<file path="src/rtl/alu_issue_if.sv">
// alu_issue_if: handshake and data bundle between ID decode, the ALU issue
// stage and the EX stage.
//   Upstream   : in_valid/in_ready, alu_op, funct, shamt, alu_src, rs_data, rt_data, imm
//   Downstream : out_valid/out_ready, aluctl, alu_a, alu_b, shift_amount
// Modports:
//   slave  - the issue stage (consumes upstream, produces downstream)
//   master - the environment around it (decode + EX)
interface alu_issue_if #(
  parameter int unsigned IMM_W  = 16,
  parameter int unsigned DATA_W = 32
);
  logic              in_valid;
  logic              in_ready;
  logic [1:0]        alu_op;
  logic [5:0]        funct;
  logic [4:0]        shamt;
  logic              alu_src;
  logic [DATA_W-1:0] rs_data;
  logic [DATA_W-1:0] rt_data;
  logic [IMM_W-1:0]  imm;

  logic              out_valid;
  logic              out_ready;
  logic [3:0]        aluctl;
  logic [DATA_W-1:0] alu_a;
  logic [DATA_W-1:0] alu_b;
  logic [4:0]        shift_amount;

  modport slave (
    input  in_valid, alu_op, funct, shamt, alu_src, rs_data, rt_data, imm, out_ready,
    output in_ready, out_valid, aluctl, alu_a, alu_b, shift_amount
  );

  modport master (
    output in_valid, alu_op, funct, shamt, alu_src, rs_data, rt_data, imm, out_ready,
    input  in_ready, out_valid, aluctl, alu_a, alu_b, shift_amount
  );
endinterface

</file>
<file path="src/rtl/alu_issue_stage.sv">
// alu_issue_stage: issue side of the 32-bit ALU. Decodes ALUOp+funct into the
// 4-bit ALU control code, selects operands, and holds ops in a 2-entry
// valid/ready skid stage at the ID->EX boundary (1-cycle latency, 1 op/cycle).
// Ports:
//   clk          rising-edge clock
//   rst_n        asynchronous active-low reset
//   flush        synchronous flush, drops every held op and any concurrent input
//   bus          alu_issue_if.slave (upstream op + downstream ALU request)
//   illegal_err  sticky illegal-funct flag
// Optional feature: define ALU_ISSUE_ILLEGAL_TRAP_EN to swallow illegal ops
// (accepted but never issued) and raise illegal_err until reset. Without it,
// illegal ops are issued with aluctl=4'hF and illegal_err is tied low.
module alu_issue_stage #(
  parameter int unsigned IMM_W  = 16,
  parameter int unsigned DATA_W = 32  // fixed to the ALU width
) (
  input  logic         clk,
  input  logic         rst_n,
  input  logic         flush,
  alu_issue_if.slave   bus,
  output logic         illegal_err
);

  localparam logic [3:0] CtlIllegal = 4'hF;

  typedef struct packed {
    logic [3:0]        ctl;
    logic [DATA_W-1:0] a;
    logic [DATA_W-1:0] b;
    logic [4:0]        sh;
  } op_t;

  typedef enum logic [1:0] {StEmpty, StBusy, StFull} state_e;

  state_e state_q;
  op_t    out_q;
  op_t    skid_q;
  logic   out_valid_q;
  logic   in_ready_q;
  op_t    dec_op;
  logic   is_sll;
  logic   accept;
  logic   drain;
  logic   load;

  // Decode and operand select
  always_comb begin
    dec_op     = '0;
    dec_op.ctl = CtlIllegal;
    unique case (bus.alu_op)
      2'b00: dec_op.ctl = 4'd2;
      2'b01: dec_op.ctl = 4'd6;
      2'b11: dec_op.ctl = 4'd1;
      2'b10: begin
        case (bus.funct)
          6'h20:   dec_op.ctl = 4'd2;
          6'h22:   dec_op.ctl = 4'd6;
          6'h24:   dec_op.ctl = 4'd0;
          6'h25:   dec_op.ctl = 4'd1;
          6'h2A:   dec_op.ctl = 4'd7;
          6'h27:   dec_op.ctl = 4'd12;
          6'h00:   dec_op.ctl = 4'd10;
          default: dec_op.ctl = CtlIllegal;
        endcase
      end
      default: dec_op.ctl = CtlIllegal;
    endcase

    is_sll = (bus.alu_op == 2'b10) && (bus.funct == 6'h00);
    if (is_sll) begin
      // Shifts operate on rt; rs is ignored
      dec_op.a  = bus.rt_data;
      dec_op.b  = '0;
      dec_op.sh = bus.shamt;
    end else begin
      dec_op.a  = bus.rs_data;
      dec_op.b  = bus.alu_src ? {{(DATA_W-IMM_W){bus.imm[IMM_W-1]}}, bus.imm} : bus.rt_data;
      dec_op.sh = '0;
    end
  end

  assign accept = bus.in_valid & in_ready_q;
  assign drain  = out_valid_q & bus.out_ready;

`ifdef ALU_ISSUE_ILLEGAL_TRAP_EN
  logic dec_illegal;
  logic illegal_q;
  assign dec_illegal = (dec_op.ctl == CtlIllegal);
  // Illegal ops complete the handshake but become a bubble
  assign load        = accept & ~dec_illegal;
  assign illegal_err = illegal_q;
`else
  assign load        = accept;
  assign illegal_err = 1'b0;
`endif

  always_ff @(posedge clk or negedge rst_n) begin
    if (!rst_n) begin
      state_q     <= StEmpty;
      out_q       <= '0;
      skid_q      <= '0;
      out_valid_q <= 1'b0;
      in_ready_q  <= 1'b1;
`ifdef ALU_ISSUE_ILLEGAL_TRAP_EN
      illegal_q   <= 1'b0;
`endif
    end else if (flush) begin
      // Flush wins over accept and drain; a concurrent input op is lost
      state_q     <= StEmpty;
      out_valid_q <= 1'b0;
      in_ready_q  <= 1'b1;
    end else begin
`ifdef ALU_ISSUE_ILLEGAL_TRAP_EN
      if (accept && dec_illegal) begin
        illegal_q <= 1'b1;
      end
`endif
      unique case (state_q)
        StEmpty: begin
          if (load) begin
            out_q       <= dec_op;
            out_valid_q <= 1'b1;
            state_q     <= StBusy;
          end
        end
        StBusy: begin
          if (load && drain) begin
            out_q <= dec_op;
          end else if (load) begin
            skid_q     <= dec_op;
            in_ready_q <= 1'b0;
            state_q    <= StFull;
          end else if (drain) begin
            out_valid_q <= 1'b0;
            state_q     <= StEmpty;
          end
        end
        StFull: begin
          // in_ready is low here, so nothing new can arrive
          if (drain) begin
            out_q      <= skid_q;
            in_ready_q <= 1'b1;
            state_q    <= StBusy;
          end
        end
        default: begin
          state_q     <= StEmpty;
          out_valid_q <= 1'b0;
          in_ready_q  <= 1'b1;
        end
      endcase
    end
  end

  assign bus.in_ready     = in_ready_q;
  assign bus.out_valid    = out_valid_q;
  assign bus.aluctl       = out_q.ctl;
  assign bus.alu_a        = out_q.a;
  assign bus.alu_b        = out_q.b;
  assign bus.shift_amount = out_q.sh;

endmodule

</file>
<file path="src/flat_wrapper.sv">
// flat-port wrapper written by rule: the top's interface ports become plain ports
module alu_issue_stage_flat 
#(
  parameter int unsigned IMM_W  = 16,
  parameter int unsigned DATA_W = 32                           
)
  (clk, rst_n, flush, illegal_err, bus_in_valid, bus_alu_op, bus_funct, bus_shamt, bus_alu_src, bus_rs_data, bus_rt_data, bus_imm, bus_out_ready, bus_in_ready, bus_out_valid, bus_aluctl, bus_alu_a, bus_alu_b, bus_shift_amount);
  alu_issue_if #(.IMM_W(IMM_W), .DATA_W(DATA_W)) bus_i ();
  input  logic clk;
  input  logic rst_n;
  input  logic flush;
  output logic illegal_err;
  input wire logic [$bits(bus_i.in_valid)-1:0] bus_in_valid;
  input wire logic [$bits(bus_i.alu_op)-1:0] bus_alu_op;
  input wire logic [$bits(bus_i.funct)-1:0] bus_funct;
  input wire logic [$bits(bus_i.shamt)-1:0] bus_shamt;
  input wire logic [$bits(bus_i.alu_src)-1:0] bus_alu_src;
  input wire logic [$bits(bus_i.rs_data)-1:0] bus_rs_data;
  input wire logic [$bits(bus_i.rt_data)-1:0] bus_rt_data;
  input wire logic [$bits(bus_i.imm)-1:0] bus_imm;
  input wire logic [$bits(bus_i.out_ready)-1:0] bus_out_ready;
  output wire logic [$bits(bus_i.in_ready)-1:0] bus_in_ready;
  output wire logic [$bits(bus_i.out_valid)-1:0] bus_out_valid;
  output wire logic [$bits(bus_i.aluctl)-1:0] bus_aluctl;
  output wire logic [$bits(bus_i.alu_a)-1:0] bus_alu_a;
  output wire logic [$bits(bus_i.alu_b)-1:0] bus_alu_b;
  output wire logic [$bits(bus_i.shift_amount)-1:0] bus_shift_amount;
  assign bus_i.in_valid = bus_in_valid;
  assign bus_i.alu_op = bus_alu_op;
  assign bus_i.funct = bus_funct;
  assign bus_i.shamt = bus_shamt;
  assign bus_i.alu_src = bus_alu_src;
  assign bus_i.rs_data = bus_rs_data;
  assign bus_i.rt_data = bus_rt_data;
  assign bus_i.imm = bus_imm;
  assign bus_i.out_ready = bus_out_ready;
  assign bus_in_ready = bus_i.in_ready;
  assign bus_out_valid = bus_i.out_valid;
  assign bus_aluctl = bus_i.aluctl;
  assign bus_alu_a = bus_i.alu_a;
  assign bus_alu_b = bus_i.alu_b;
  assign bus_shift_amount = bus_i.shift_amount;
  alu_issue_stage #(.IMM_W(IMM_W), .DATA_W(DATA_W)) u_core (.clk(clk), .rst_n(rst_n), .flush(flush), .bus(bus_i), .illegal_err(illegal_err));
endmodule
</file>
<file path="config.mk">
export PLATFORM = sky130hd
export DESIGN_NAME = alu_issue_stage_flat
export DESIGN_NICKNAME = d
export VERILOG_FILES = /design/src/rtl/alu_issue_if.sv /design/src/rtl/alu_issue_stage.sv /design/src/flat_wrapper.sv
export SDC_FILE = /design/constraint.sdc
export NUM_CORES = 1
export LEC_CHECK = 0
export BUFFER_PORTS_ARGS = -buffer_cell sky130_fd_sc_hd__buf_4
export CAP_MARGIN = 20
export CORE_UTILIZATION = 37
export CTS_CLUSTER_DIAMETER = 40
export DETAILED_ROUTE_END_ITERATION = 16
export PLACE_DENSITY_LB_ADDON = 0.2
export SLEW_MARGIN = 25
export SYNTH_ARGS = -nofsm -noshare
export SYNTH_HDL_FRONTEND = slang
export SYNTH_SLANG_ARGS = --single-unit
</file>
<file path="constraint.sdc">
create_clock -name clk -period 4 [get_ports clk]
set_clock_uncertainty 0.15 [all_clocks]
set_input_delay 0.6 -clock clk [delete_from_list [all_inputs] [get_ports clk]]
set_output_delay 0.6 -clock clk [all_outputs]
set_load 0.05 [all_outputs]
</file>
* Word-level counts from Yosys, hierarchy flattened *
Index checks and enable logic that the tools add are counted.
Widths: inputs -> output; s select.

storage, ports and cells
  RAM bits = 0
  word-level logic and storage cells = 75
  register bits after elaboration = 150
  latch bits = 0
  memories = 0
  bits in read-only memories = 0
  output and inout bits = 76

cells by class
  multiplexer cells = 26
  add/subtract/negate cells = 0
  multipliers = 0
  reductions and logical operators = 11
  magnitude comparators = 0
  shift-type cells = 0
  equality and inequality tests = 23
  bitwise logic cells = 4
  divide/modulo/power cells = 0

operator list
  operator            count
  $mux 73             3
  $pmux 73 s3         1
  $mux 69             1
  $eq 6x6->1 const B  6
  $mux 32             1
  $pmux 4 s7          1
  $pmux 4 s4          1
  $mux 2              6
  $ne 3x2->1 const B  4
  $reduce_and 4->1    3
  $reduce_and 5->1    2
  $mux 1              9
  $eq 2x2->1 const B  3
  $logic_not 6->1     1
  $ne 2x1->1 const B  3
  $ne 3x3->1 const B  2
  $pmux 1 s3          2
  $pmux 2 s3          1
  $eq 2x1->1 const B  2
  $logic_not 2->1     2
  $ne 2x2->1 const B  2
  $ne 4x2->1 const B  1
  $reduce_bool 3->1   1
  $and 1x1->1         2
  other kinds (2)     4

* Depth between registers and ports, before layout *
Gate-level depths: netlist of run 1.

  depth in word-level cells = 6
  depth in mapped cells = 7

* Worst setup path after synthesis of run 1 *
Ideal clock, no wire load.

  path type = input to register
  from = input port bus_funct[2]
  to = register u_core.out_q (netlist bit u_core.bus.alu_a[30])
  stages on the path = 7
  data required time = 3,725 ps
  data arrival time = 2,019 ps
  setup time = 125 ps
  slack = 1,706 ps
  cell sequence = buf_6 > or4b_1 > buf_6 > buf_12 > o31ai_4 > a31oi_1 > mux2_4

on the way
  cells in the longest elaborated chain, start to end = 5
  elaborated cells between the ends (all ways) = 6
  those cells by class = 4 x mux; 2 x reduce/logical

RTL lines
  what                               line                                            RTL
  start: declaration                 flat_wrapper.sv:15                              input wire logic [$bits(bus_i.funct)-1:0] bus_funct;
  $logic_not 6->1 (*)                alu_issue_stage.sv:69                           is_sll = (bus.alu_op == 2'b10) && (bus.funct == 6'h00);
  $logic_and 1x1->1 (*)              alu_issue_stage.sv:69
  $mux 69 (*)                        alu_issue_stage.sv:70                           if (is_sll) begin
  $mux 73, on equally long branches  alu_issue_stage.sv:127, alu_issue_stage.sv:120
  $pmux 73 s3 (*)                    alu_issue_stage.sv:118                          unique case (state_q)
  end signal: assignment             alu_issue_stage.sv:121                          out_q <= dec_op;
  end signal: assignment             alu_issue_stage.sv:128                          out_q <= dec_op;
  end signal: assignment             alu_issue_stage.sv:141                          out_q <= skid_q;
  end: declaration                   alu_issue_stage.sv:36                           op_t out_q;

Every way passes the cells marked *; elsewhere a longest branch is shown, timed or not. The select of a mux whose other input is x is not followed.
A chain may end at the register's enable or synchronous reset.

* Worst setup path after layout of run 1 *
  from = input port bus_funct[1]
  to = register u_core.out_q (netlist bit u_core.bus.alu_b[5])

Same word-level chain as after synthesis.

==> impl_summary.md, run 1 <==
Run status
The flow ran to the end, and the final reports show no timing, DRC or antenna violations.

Die
From left edge to right edge, the die measures 150 um. The height of the chip is 150 um. The row count is 53. The floorplan die area is 22600 um^2. In this run the count of I/O pins placed on the die edge is 175. The floorplan step defined a core boundary enclosing 21300 um^2. The starting utilization of the core area is 0.382.

Clock network
The sink count of the clock tree is 150. Clock-pin slew was measured on the worst setup and hold paths at 70 ps. In this run the post-CTS setup repair buffer count came out at 0.

The maximum clock insertion buffer count is 2. The number of buffers created by CTS is 17. The clock insertion delay at the later pin of the skew report is 430 ps. The root buffer cell chosen for the clock tree is sky130_fd_sc_hd__clkbuf_16. The number of buffers inserted by hold repair at cts is 0. Gates resized during post-CTS repair numbered 0.

The number of H-tree levels is 4. TritonCTS built the clock tree.

Finish
The area added between synthesis and finish is 24.4%. The number of antenna diodes is 0. The layout has 2016 filler cells. The share of final-layout standard cells stronger than drive strength 1 is 0.356. In the final layout, the multi-input gates occupy 3980 um^2. The area of all sequential standard cells is 3750 um^2. The number of nets at the end of the flow is 983.

Route
The remaining design rule violation count is 0. The via count is 6295. The average wire per standard cell is 19.0 um. The detailed-route wire length is 22.2 mm. The pre-antenna-repair detailed-routing pass consisted of 7 iterations. The DRC violation total after the first TritonRoute iteration is 321.

The via count normalized by instance count is 5.37. The number of nets with antenna violations after detailed routing is 0.

Synth
The gate count after technology mapping is 753. The average footprint of a synthesized cell is 10.8 um^2. For this run, the number of Yosys warnings is 0. For this run, the register share of the synthesized area comes to 0.461. In this run, distinct cell masters in the synthesized netlist total 47. The flip-flop and latch count after synthesis is 150. The post-synth design cell area is 8140 um^2. Synthesis produced a netlist with a net count of 852.

Critical path
The worst setup path is of the primary input to register kind. STA puts the critical path data required time at 4160 ps. The maximum fanout encountered on the critical timing path is 74. The critical path capture point type is a register. STA classifies the critical path startpoint as a primary input. The arrival time of the worst setup path is 2650 ps.

Place
Routability-driven placement finished with a final weighted congestion of 0.876. The count of input and output buffers is 173. Summed over all nets, the half-perimeter wirelength after detailed placement is 15.2 mm.

Global route
The final global-route overflow total is 0. The largest net degree at the start of global routing is 80. The global-route wire length before repair is 34.8 mm. The via count of the first global-routing pass is 6117. For this run, the total global-route usage over all layers was measured as 0.205. The initial antenna violation count was 0.

STA
The part of the cycle the worst path needs is 0.623. Headroom to the max-slew limit came out at 0.341. The final-report setup violation count is 0. Setup repair after global routing left no endpoint under its margin. In the final timing run, aggregate negative setup slack is 0 ps. The max-slew violation total from the final report is 0. The smallest clock period supported by the final layout is computed as 2490 ps. The total count of hold-check failures in the final report was 0. The actual transition at the worst max-transition pin is 988 ps.

For this run, the top clock speed supported by timing is 0.401 GHz.

Worst hold path
The path class of the tightest hold or removal check is primary input to asynchronous set/reset pin.

Job
The tool flagged a number of max-cap violations equal to 0.

Pwr
The power density relative to cell area is 696 nW/um^2. The largest vdd supply drop is 0.000471 V. The post-layout total power is 7.05 mW.

The total leakage power is 4.25 nW.
==> synth_stat cells, drive strengths merged <==
| master | number | area share |
|---|---|---|
| a21bo | 1 | 0.0012 |
| a21boi | 1 | 0.00092 |
| a21o | 2 | 0.0018 |
| a21oi | 23 | 0.015 |
| a31oi | 73 | 0.056 |
| a41o | 1 | 0.0012 |
| a41oi | 1 | 0.0011 |
| and2 | 8 | 0.0062 |
| and3 | 1 | 0.00077 |
| and3b | 1 | 0.0011 |
| buf | 36 | 0.033 |
| clkbuf | 41 | 0.019 |
| conb | 1 | 0.00046 |
| dfrtp | 149 | 0.46 |
| dfstp | 1 | 0.0032 |
| inv | 7 | 0.0032 |
| mux2 | 69 | 0.10 |
| mux2i | 21 | 0.026 |
| nand2 | 81 | 0.037 |
| nand2b | 5 | 0.0038 |
| nand3 | 5 | 0.0031 |
| nand3b | 3 | 0.0028 |
| nand4 | 33 | 0.025 |
| nor2 | 69 | 0.032 |
| nor2b | 6 | 0.0046 |
| nor3 | 4 | 0.0037 |
| nor4 | 1 | 0.0026 |
| nor4bb | 2 | 0.0025 |
| o211ai | 2 | 0.0018 |
| o21bai | 2 | 0.0018 |
| o22a | 1 | 0.0011 |
| o31a | 1 | 0.0011 |
| o31ai | 98 | 0.14 |
| o41a | 1 | 0.0014 |
| or3 | 1 | 0.00077 |
| or4b | 1 | 0.0012 |
==> sequential cells by signal, summed over array words and instances (netlist names) <==
signal,cells
u_core.bus.in_ready,1
u_core.state_q,2
u_core.bus.alu_b,32
u_core.bus.shift_amount,5
u_core.skid_q,73
u_core.bus.out_valid,1
u_core.bus.alu_a,32
u_core.bus.aluctl,4
==> placed cells by master, fill, tap and decap left out, drive strengths merged, types with 2 or more instances in the layout <==
master    netlist  routed
buf            36     189
dfrtp         149     149
o31ai          98      98
nand2          81      81
a31oi          73      73
nor2           69      69
mux2           69      69
nand4          33      33
a21oi          23      23
mux2i          21      21
clkbuf         41      19
inv             7       9
and2            8       8
clkinv          0       7
nor2b           6       6
nand3           5       5
nand2b          5       5
nor3            4       4
nand3b          3       3
clkinvlp        0       3
a21o            2       2
nor4bb          2       2
o211ai          2       2
o21bai          2       2
==> per-layer routing <==
layer / share of wire / wire length, um / global-route usage
met5: 0 / 0 / 0
met4: 0.013 / 283 / 0.0586
met3: 0.074 / 1650 / 0.0561
met2: 0.46 / 10200 / 0.318
met1: 0.45 / 10100 / 0.279
==> report_power, final <==
| part | total (mW) | internal, mW | switching, mW |
|---|---|---|---|
| Clock | 1.56 | 0.878 | 0.680 |
| Combinational | 2.94 | 1.06 | 1.88 |
| Sequential | 2.55 | 2.17 | 0.377 |
==> stage by stage <==
step	setup WS (ps)	hold slack [ps]	utilization	instances	cell area [um^2]
6_report	1510	59.4	0.476	1172	10100
4_1_cts	1350	97.8	0.475	1171	10100
3_5_place_dp	1100	298	0.448	1139	9550
2_1_floorplan	1710	154	-	753	8140
5_1_grt	1350	120	0.476	1172	10100
3_3_place_gp	1150	291	0.448	1139	9550
==> area by class of cell <==
cell class	count	area share
clock buffer	19	0.0438
clock inverter	13	0.0122
inverter	7	0.00260
multi-input combinational	519	0.393
sequential	150	0.371
tap	275	0.0340
timing repair buffer	189	0.143
==> cell families after synthesis <==
| group | count (synthesis) | share of synthesized area |
|---|---|---|
| AOI/OAI and AO/OA | 207 | 0.227 |
| buffers and inverters | 84 | 0.0547 |
| DFF | 150 | 0.461 |
| muxes | 90 | 0.129 |
| other | 1 | 0.000461 |
| and+or+nand+nor | 221 | 0.128 |
==> critical path, stage by stage <==
cell,delay (ps)
sky130_fd_sc_hd__buf_4,150
sky130_fd_sc_hd__nor3_4,160
sky130_fd_sc_hd__buf_4,330
sky130_fd_sc_hd__and3_2,240
sky130_fd_sc_hd__buf_4,610
sky130_fd_sc_hd__o31ai_1,170
sky130_fd_sc_hd__mux2_1,320
==> final timing paths <==
path                                                from  slack, ps  cells after the start                               to
max in group asynchronous                          rst_n       2730                      2    u_core.skid_q[48]$_DFFE_PN0P_
min in group clk                           bus_alu_op[1]        250                      2    u_core.skid_q[70]$_DFFE_PN0P_
min                                                rst_n         60                      1    u_core.skid_q[25]$_DFFE_PN0P_
max reg2reg                u_core.state_q[1]$_DFFE_PN0P_       1530                      4  u_core.bus.alu_b[5]$_DFFE_PN0P_
max                                         bus_funct[1]       1510                      7  u_core.bus.alu_b[5]$_DFFE_PN0P_
min reg2reg                 u_core.skid_q[3]$_DFFE_PN0P_        310                      2     u_core.skid_q[3]$_DFFE_PN0P_
(Power assumes the default switching activity.)
==> run 2: changes to the inputs <==
clock period = 2.2 ns   (was 4 ns; I/O delays follow)
==> run 2 against run 1 <==
Worst setup slack got worse by 1300 ps. First-iteration DRC count rose by 31%. Combinational power rose by 85%. Flip-flop and latch count did not move. Sequential power rose by 82%. Die area did not move. Sequential share of layout area fell by 1.3 points. Total power rose by 83%.
==> impl_summary.md, run 2 (synthesis gave the netlist of run 1 again) <==
Clock network
The sink count of the clock tree is 150 (unchanged). The buffers inserted during post-CTS setup optimization was 0 (unchanged). TritonCTS built the clock tree.

The number of buffers created by CTS was 17 (unchanged). The number of H-tree levels came to 4 (unchanged). The maximum clock insertion buffer count is 2 (unchanged). The clock insertion delay at the later pin of the skew report is 420 ps (about the same).

The number of buffers inserted by hold repair at cts is 7 (+7). The clock root buffer is sky130_fd_sc_hd__clkbuf_16. The clock input transition at the sequential cells of the worst setup and hold paths is 60 ps (about the same).

The post-cts repair resize count came to 0 (unchanged).

Finish
The final design utilization is 0.493 (+0.0170). The number of antenna diodes is 0 (unchanged). From synthesis to final layout, the design area changed by 28.8%. The most common library cell in the layout ignoring fill and taps is sky130_fd_sc_hd__buf_4.

The register with the most flip-flops in the final layout is u_core.skid_q. The library cells used most frequently in the layout, excluding fill and tap cells, are sky130_fd_sc_hd__buf_4 (200), sky130_fd_sc_hd__dfrtp_1 (149), sky130_fd_sc_hd__nand2_1 (81). The number of nets at the end of the flow was 1014 (+3.2%). The number of flip-flops under the largest register name was 73 (unchanged). The share of final-layout standard cells stronger than drive strength 1 is 0.365 (+0.00938).

Run status
The flow ran to the end, and the final reports show no timing, DRC or antenna violations.

Job
The number of maximum-capacitance violations is 0 (unchanged).

STA
Dividing the final minimum period by the clock period gives 0.924. The final-report setup violation count was 0 (unchanged). The max-slew violation total from the final report was 0 (unchanged). Subtracting the final worst setup slack from the clock period gives 2030 ps. The total count of hold-check failures in the final report is 0 (unchanged). The timing-limited maximum frequency is 0.492 GHz.

The total negative slack is 0 ps (unchanged). Setup repair after global routing left no endpoint under its margin.

Global route
The largest net degree at the start of global routing was 75 (-6.3%). The initial antenna violation count is 0 (unchanged). The all-layer global routing usage was 0.208 (+0.00344).

The final global-route overflow total is 0 (unchanged). The global-route wire length before repair is 35.6 mm (+2.5%). The via count of the first global-routing pass is 6299 (+3.0%).

Worst hold path
The worst hold path belongs to the class primary input to register.

Route
The average wire per standard cell is 18.9 um (-0.50%). The detailed-route wire length came to 22.7 mm (+2.0%). The first-pass iteration count of the detailed router is 5 (-2). The via count came to 6437 (+2.3%). The number of nets with antenna violations after detailed routing came to 0 (unchanged). The remaining design rule violation count is 0 (unchanged). The DRC violation total after the first TritonRoute iteration is 420 (+31%). The via count normalized by instance count was 5.36 (-0.21%).

Place
The final RePlAce weighted congestion is 0.893 (+1.9%). The count of input and output buffers is 173 (unchanged). The HPWL reported at the end of detailed placement is 16.1 mm (+5.9%).

Critical path
The maximum fanout encountered on the critical timing path is 42 (-43%). The critical path capture point type is a register. The setup path with the least slack is of type register to register. The arrival time of the worst setup path is 2190 ps (-460 ps). The required time of the worst setup path is 2350 ps (-1810 ps). The worst setup path is launched from a register.

Die
The row count is 53 (unchanged). The area inside the core boundary is 21300 um^2 (unchanged). The width of the die is 150 um (unchanged). The starting utilization of the core area is 0.382 (unchanged). The height of the chip is 150 um (unchanged).

The I/O pin count came to 175 (unchanged). The floorplan die area is 22600 um^2 (unchanged).

Pwr
The power density relative to cell area is 1230 nW/um^2 (+77%). The total leakage power is 4.44 nW (+4.4%). The largest vdd supply drop came to 0.000684 V (+45%).
==> run 2: metal layers <==
layer  track usage  part of all wire  vias up  wire (um)
li1              -                 -     3108          -
met1         0.281              0.46     3113      10400
met2         0.330              0.46      197      10400
met3        0.0509             0.072       19       1630
met4        0.0621             0.014        0        310
met5             0                 0        -          0
==> run 2: cell type report <==
type | instances | area (um^2)
fillers | 1975 | 10800
multi-input cells | 519 | 3980
flip-flops and latches | 150 | 3750
repair buffers | 220 | 1820
clock buffers | 22 | 454
well taps | 275 | 344
clock inverters | 8 | 103
inverters | 7 | 26.3
==> run 2: power by group <==
group          switching [mW]  internal [mW]  total, mW
clock                    1.16           1.69       2.84
combinational            3.44           2.00       5.44
sequential              0.688           3.95       4.64
==> run 2: final timing paths <==
kind | from | to | slack (ps) | cells after the start
setup / recovery | u_core.bus.in_ready$_DFFE_PN1P_ | u_core.bus.aluctl[2]$_DFFE_PN0P_ | 170 | 5
min in group asynchronous | rst_n | u_core.bus.alu_b[21]$_DFFE_PN0P_ | 220 | 2
max in group asynchronous | rst_n | u_core.bus.in_ready$_DFFE_PN1P_ | 990 | 3
setup reg to reg | u_core.bus.in_ready$_DFFE_PN1P_ | u_core.bus.aluctl[2]$_DFFE_PN0P_ | 170 | 5
hold / removal | bus_rs_data[20] | u_core.skid_q[57]$_DFFE_PN0P_ | 30 | 3
hold reg to reg | u_core.skid_q[4]$_DFFE_PN0P_ | u_core.skid_q[4]$_DFFE_PN0P_ | 310 | 2
==> run 2: stage by stage <==
stage               hold slack, ps  std cells  power, mW  instance area, um^2  setup slack (ps)
floorplan                     -116        753       8.35                 8150              28.5
global placement               118       1164       10.1                 9860              38.2
detailed placement             116       1164       10.2                 9860              16.5
CTS                           17.6       1201       13.1                10500               163
global route                  30.5       1201       13.6                10500              75.9
finish                        32.1       1201       12.9                10500               166
==> run 2: worst max-delay path, stage by stage, from the launching register on <==
cell and delay, ps:
sky130_fd_sc_hd__dfstp_2 560, sky130_fd_sc_hd__and3b_1 190, sky130_fd_sc_hd__nand2_1 100, sky130_fd_sc_hd__a21oi_4 220, sky130_fd_sc_hd__buf_12 270, sky130_fd_sc_hd__mux2_2 370
